<file path="config.mk">
export PLATFORM = sky130hd
export DESIGN_NAME = mem_port_arbiter
export DESIGN_NICKNAME = d
export VERILOG_FILES = /design/src/rtl/mem_port_arbiter.sv
export SDC_FILE = /design/constraint.sdc
export NUM_CORES = 1
export LEC_CHECK = 0
export BUFFER_PORTS_ARGS = -buffer_cell sky130_fd_sc_hd__buf_2
export CAP_MARGIN = 20
export CORE_AREA = 4 4 106 108
export DETAILED_ROUTE_END_ITERATION = 10
export DIE_AREA = 0 0 110 112
export SETUP_SLACK_MARGIN = 0.2
export SLEW_MARGIN = 30
export SYNTH_ARGS = -nofsm -noshare
export SYNTH_HDL_FRONTEND = slang
export SYNTH_SLANG_ARGS = --single-unit
</file>
<file path="constraint.sdc">
create_clock -name clk -period 1.6 [get_ports clk]
set_input_delay 0.32 -clock clk [delete_from_list [all_inputs] [get_ports clk]]
set_output_delay 0.32 -clock clk [all_outputs]
set_load 0.02 [all_outputs]
</file>
<file path="src/rtl/mem_port_arbiter.sv">
// Arbitrates one single-ported, word-wide memory between instruction fetch and load/store.
// Load/store has fixed priority, and a streak counter bounds how long a waiting fetch starves.
module mem_port_arbiter #(
  parameter int unsigned ADDR_W     = 32,
  parameter int unsigned DATA_W     = 32,
  parameter int unsigned STREAK_MAX = 4
) (
  input  logic              clk,
  input  logic              rst_n,
  // Instruction fetch port
  input  logic              if_req,
  input  logic [ADDR_W-1:0] if_addr,
  output logic              if_ready,
  output logic              if_rvalid,
  output logic [DATA_W-1:0] if_rdata,
  output logic              if_err,
  // Load/store port
  input  logic              ls_req,
  input  logic              ls_we,
  input  logic [3:0]        ls_be,
  input  logic [ADDR_W-1:0] ls_addr,
  input  logic [DATA_W-1:0] ls_wdata,
  output logic              ls_ready,
  output logic              ls_rvalid,
  output logic [DATA_W-1:0] ls_rdata,
  output logic              ls_err,
  // Memory macro
  output logic              mem_en,
  output logic              mem_we,
  output logic [3:0]        mem_be,
  output logic [ADDR_W-1:0] mem_addr,
  output logic [DATA_W-1:0] mem_wdata,
  input  logic [DATA_W-1:0] mem_rdata
);

  localparam logic [3:0] StreakMax = 4'(STREAK_MAX);

  logic [3:0]        streak_q, streak_d;
  logic              gnt_if, gnt_ls, gnt_any;
  logic [ADDR_W-1:0] win_addr;
  logic              win_store, misal;
  logic              rsp_if_q, rsp_ls_q, rsp_err_q, rsp_store_q;

  // Grants are forced low during reset so nothing reaches the memory.
  always_comb begin
    gnt_if = 1'b0;
    gnt_ls = 1'b0;
    if (rst_n) begin
      if (ls_req && !(if_req && (streak_q == StreakMax))) begin
        gnt_ls = 1'b1;
      end else if (if_req) begin
        gnt_if = 1'b1;
      end
    end
    gnt_any   = gnt_if | gnt_ls;
    win_addr  = gnt_ls ? ls_addr : if_addr;
    win_store = gnt_ls & ls_we;
    misal     = gnt_any && (win_addr[1:0] != 2'b00);
  end

  assign if_ready = gnt_if;
  assign ls_ready = gnt_ls;

  always_comb begin
    mem_en    = 1'b0;
    mem_we    = 1'b0;
    mem_be    = 4'h0;
    mem_addr  = '0;
    mem_wdata = '0;
    if (gnt_any && !misal) begin
      mem_en    = 1'b1;
      mem_addr  = win_addr;
      mem_we    = win_store;
      mem_be    = win_store ? ls_be : 4'hF;
      mem_wdata = win_store ? ls_wdata : '0;
    end
  end

  // Counts LS wins over a waiting fetch; any other cycle restarts the streak.
  always_comb begin
    streak_d = 4'd0;
    if (gnt_ls && if_req) begin
      streak_d = (streak_q == StreakMax) ? streak_q : streak_q + 4'd1;
    end
  end

  always_ff @(posedge clk or negedge rst_n) begin
    if (!rst_n) begin
      streak_q    <= 4'd0;
      rsp_if_q    <= 1'b0;
      rsp_ls_q    <= 1'b0;
      rsp_err_q   <= 1'b0;
      rsp_store_q <= 1'b0;
    end else begin
      streak_q    <= streak_d;
      rsp_if_q    <= gnt_if;
      rsp_ls_q    <= gnt_ls;
      rsp_err_q   <= misal;
      rsp_store_q <= win_store;
    end
  end

  assign if_rvalid = rsp_if_q;
  assign if_err    = rsp_if_q & rsp_err_q;
  assign if_rdata  = (rsp_if_q && !rsp_err_q) ? mem_rdata : '0;

  assign ls_rvalid = rsp_ls_q;
  assign ls_err    = rsp_ls_q & rsp_err_q;
  assign ls_rdata  = (rsp_ls_q && !rsp_err_q && !rsp_store_q) ? mem_rdata : '0;

endmodule

</file>
==> flow_metrics.py <==
metrics = {
    "sta": {
        "finalHoldViolCount": 0,
        "rsz0062_at_grt": "yes",
        "layout_min_cycle_time_ns": 2.11,
        "whs_ns": 0.0167,
        "fin_skew_ns": 0.00201,
        "finalWorstSetupSlack_ns": -0.510,
        "slew_viol_final": 0,
        "setup_viol": 136,
        "fin_crit_sh": 1.32,
        "fmax_mhz": 474,
    },
    "place": {
        "place.port_buffers": 274,
        "dp_hpwl_um": 9050,
        "dp_worst_setup_slack_ns": -0.325,
        "globalplace.congestion": 0.838,
        "place_area_um2": 3860,
    },
    "global_route": {
        "grt_pass1_vias": 3402,
        "gr-total-overflow": 0,
        "antenna_found_initial": 1,
        "grt_first_pass_wirelength_um": 19400,
        "grt_usage": 0.206,
        "grt_max_degree": 31,
    },
    "synth": {
        "synth-simple-area-share": 0.580,
        "synth_flop_cell": "dfrtp_1",
        "postSynthCellCount": 259,
        "synth_adder_area_share": 0.0143,
        "synth_top_family_by_area": "simple AND/OR/NAND/NOR gates",
        "syn_avg_cell_area_um2": 6.75,
        "synthXorXnorAreaFrac": 0.0100,
        "synth_edf_count": 0,
        "netlist_area_um2": 1750,
        "synth_warnings": 0,
        "synthArstFlopShare": 1.00,
        "synth_compound_area_frac": 0.0200,
        "ys_types": 33,
        "synth_seq_cells": 8,
        "synthMuxAreaShare": 0.177,
        "synth-seq-area-share": 0.114,
    },
    "critical_path": {
        "crit_required_ns": 1.28,
        "cp_common_cell": "buf_12",
        "startpoint_type": "register",
        "r2r_end": "rsp_err_q$_DFF_PN0_",
        "cp_slowest_stage_delay_ns": 0.35,
        "reg2reg_slack_ns": 0.06,
        "path_delay_family": "buffers and inverters",
        "cp_slowest_cell": "dfrtp_1",
        "r2r_cells": 8,
        "endpoint_kind": "output pin",
        "critPathMaxFanout": 5,
        "crit_buf_inv": 4,
        "path_class": "reg2out",
        "cp.arrival_ns": 1.79,
        "r2r-start": "streak_q[0]$_DFFE_PN0P_",
        "crit_chain": "inv_2 > ha_4 > and4b_4 > nor2_8 > buf_12 > buf_12 > mux2i_4 > buf_6",
    },
    "final_layout": {
        "n_fill_cell": 876,
        "finish.instance_area_um2": 5490,
        "fin_util": 0.537,
        "nNetsFinal": 720,
        "area_delta_synth_final_pct": 214,
        "drive_gt1_frac": 0.826,
    },
    "power": {
        "p_int_mw": 0.987,
        "power.density_nw_per_um2": 284,
        "p_comb_frac": 0.696,
        "swShare": 0.367,
        "leakagePower_nw": 2.68,
        "clkPwrFrac": 0.167,
        "report.power.total_mw": 1.56,
        "p_seq_frac": 0.138,
        "p_switching_mw": 0.573,
        "ir_drop_mv": 0.216,
    },
    "floorplan": {
        "fp.dieH_um": 112,
        "die_x_um": 110,
        "core_um2": 10200,
        "io_pins": 277,
        "start_util": 0.171,
        "rows": 37,
        "dieArea_um2": 12300,
    },
    "clock_tree": {
        "cts_made_buffers": 3,
        "clk-insertion-delay-late_ns": 0.23,
        "hold_buffers": 0,
        "h-tree-depth": 1,
        "cts_tree": "built",
        "clock-sinks": 8,
        "cts_buffer_depth": 2,
        "cts_root_buf": "clkbuf_8",
        "clk_pin_slew_ns": 0.04,
    },
    "detailed_routing": {
        "drt_iter0_markers": 116,
        "wl_per_cell_um": 18.8,
        "vias": 3142,
        "drc": 0,
        "ant_nets": 0,
        "dr.pass1.iters": 4,
        "via_per_inst": 4.38,
        "drt-total-wl_um": 13500,
    },
    "worst_hold_path": {
        "hold_class": "in2async",
    },
    "outcome": {
        "status": "finished with violations",
        "violations": "setup timing",
    },
    "job": {
        "cap_violations": 0,
    },
}
how the worst max path moves through the flow:
stage,cells past startpoint,start,to,slack (ns)
after floorplan,6,streak_q[0]$_DFFE_PN0P_,mem_addr[10],-0.27
after global placement,7,streak_q[1]$_DFFE_PN0P_,mem_addr[28],-0.31
after detailed placement,7,streak_q[1]$_DFFE_PN0P_,mem_wdata[31],-0.33
after CTS,8,streak_q[0]$_DFFE_PN0P_,mem_addr[7],-0.55
after global routing,8,streak_q[1]$_DFFE_PN0P_,mem_addr[7],-0.59
final,8,streak_q[0]$_DFFE_PN0P_,mem_addr[7],-0.51
power groups by stage:
| stage | clock network (mW) | registers [mW] | logic [mW] |
|---|---|---|---|
| final | 0.260 | 0.215 | 1.09 |
| after global routing | 0.281 | 0.216 | 1.15 |
| after CTS | 0.266 | 0.214 | 1.04 |
| after detailed placement | 0 | 0.219 | 0.729 |
| after global placement | 0 | 0.219 | 0.722 |
| after floorplan | 0 | 0.222 | 0.384 |
repair_timing:
item	in CTS	in global routing
gates resized for setup	345	16
buffers inserted	21	4
cloned	9	2
setup endpoints to repair	135	138
pin swaps	69	11
stage by stage:
| stage | cells | TNS [ns] |
|---|---|---|
| 6_report | 717 | -50.70 |
| 5_1_grt | 717 | -59.47 |
| 4_1_cts | 710 | -45.57 |
| 3_5_place_dp | 676 | -19.76 |
| 3_3_place_gp | 676 | -18.42 |
| 2_1_floorplan | 260 | -8.64 |
cell usage in the layout, fill, tap and decap left out, types with 2 or more instances in the layout:
cell      count
inv_1         2
nor2_1        9
buf_2       142
dfrtp_1       7
and3_4        4
and2_4       98
buf_12       14
mux2i_4      24
buf_6       139
mux2i_1       7
nand2_1      62
inv_2         2
conb_1        2
buf_4        29
o22ai_2       3
clkbuf_8      3
buf_16        7
nand3_1       2
cells in the mapped netlist, types with 2 or more instances:
library cell / count / area, µm²
and2_1: 98 / 613
nand2_1: 63 / 236
mux2i_1: 31 / 310
nor2_1: 10 / 37.5
clkbuf_1: 9 / 33.8
dfrtp_1: 8 / 200
inv_1: 4 / 15.0
o22ai_1: 4 / 25.0
buf_2: 3 / 15.0
buf_4: 3 / 22.5
clkbuf_2: 2 / 10.0
ha_1: 2 / 25.0
nand3_1: 2 / 10.0
per-layer routing:
metal,track usage,wire length (µm)
met5,0,0
met4,0.114,693
met3,0.0377,1030
met2,0.397,7350
met1,0.197,4380
registers in the layout, summed over array words and instances, names as in the netlist:
name         count
if_rvalid        1
ls_rvalid        1
rsp_store_q      1
rsp_err_q        1
streak_q         4
cell families (layout without fill, tap and decap cells):
kind of cell               count (synthesis)  after routing
muxes                                     31             31
other                                      1              3
AOI/OAI and AO/OA                          6              6
adders and majority gates                  2              2
buffers and inverters                     24            340
DFF                                        8              8
and+or+nand+nor                          185            189
xor gates and xnor gates                   2              2
area by class of cell:
class                   instances  area (µm²)  share of cell area
multi-input cells             232        2070               0.378
inverters                       4        15.0             0.00274
clock buffers                   4        45.0             0.00821
well taps                     136         170              0.0310
flip-flops and latches          8         201              0.0367
repair buffers                332        2980               0.543
diodes                          1        2.50            0.000456
Power figures use the tool's default switching activity.
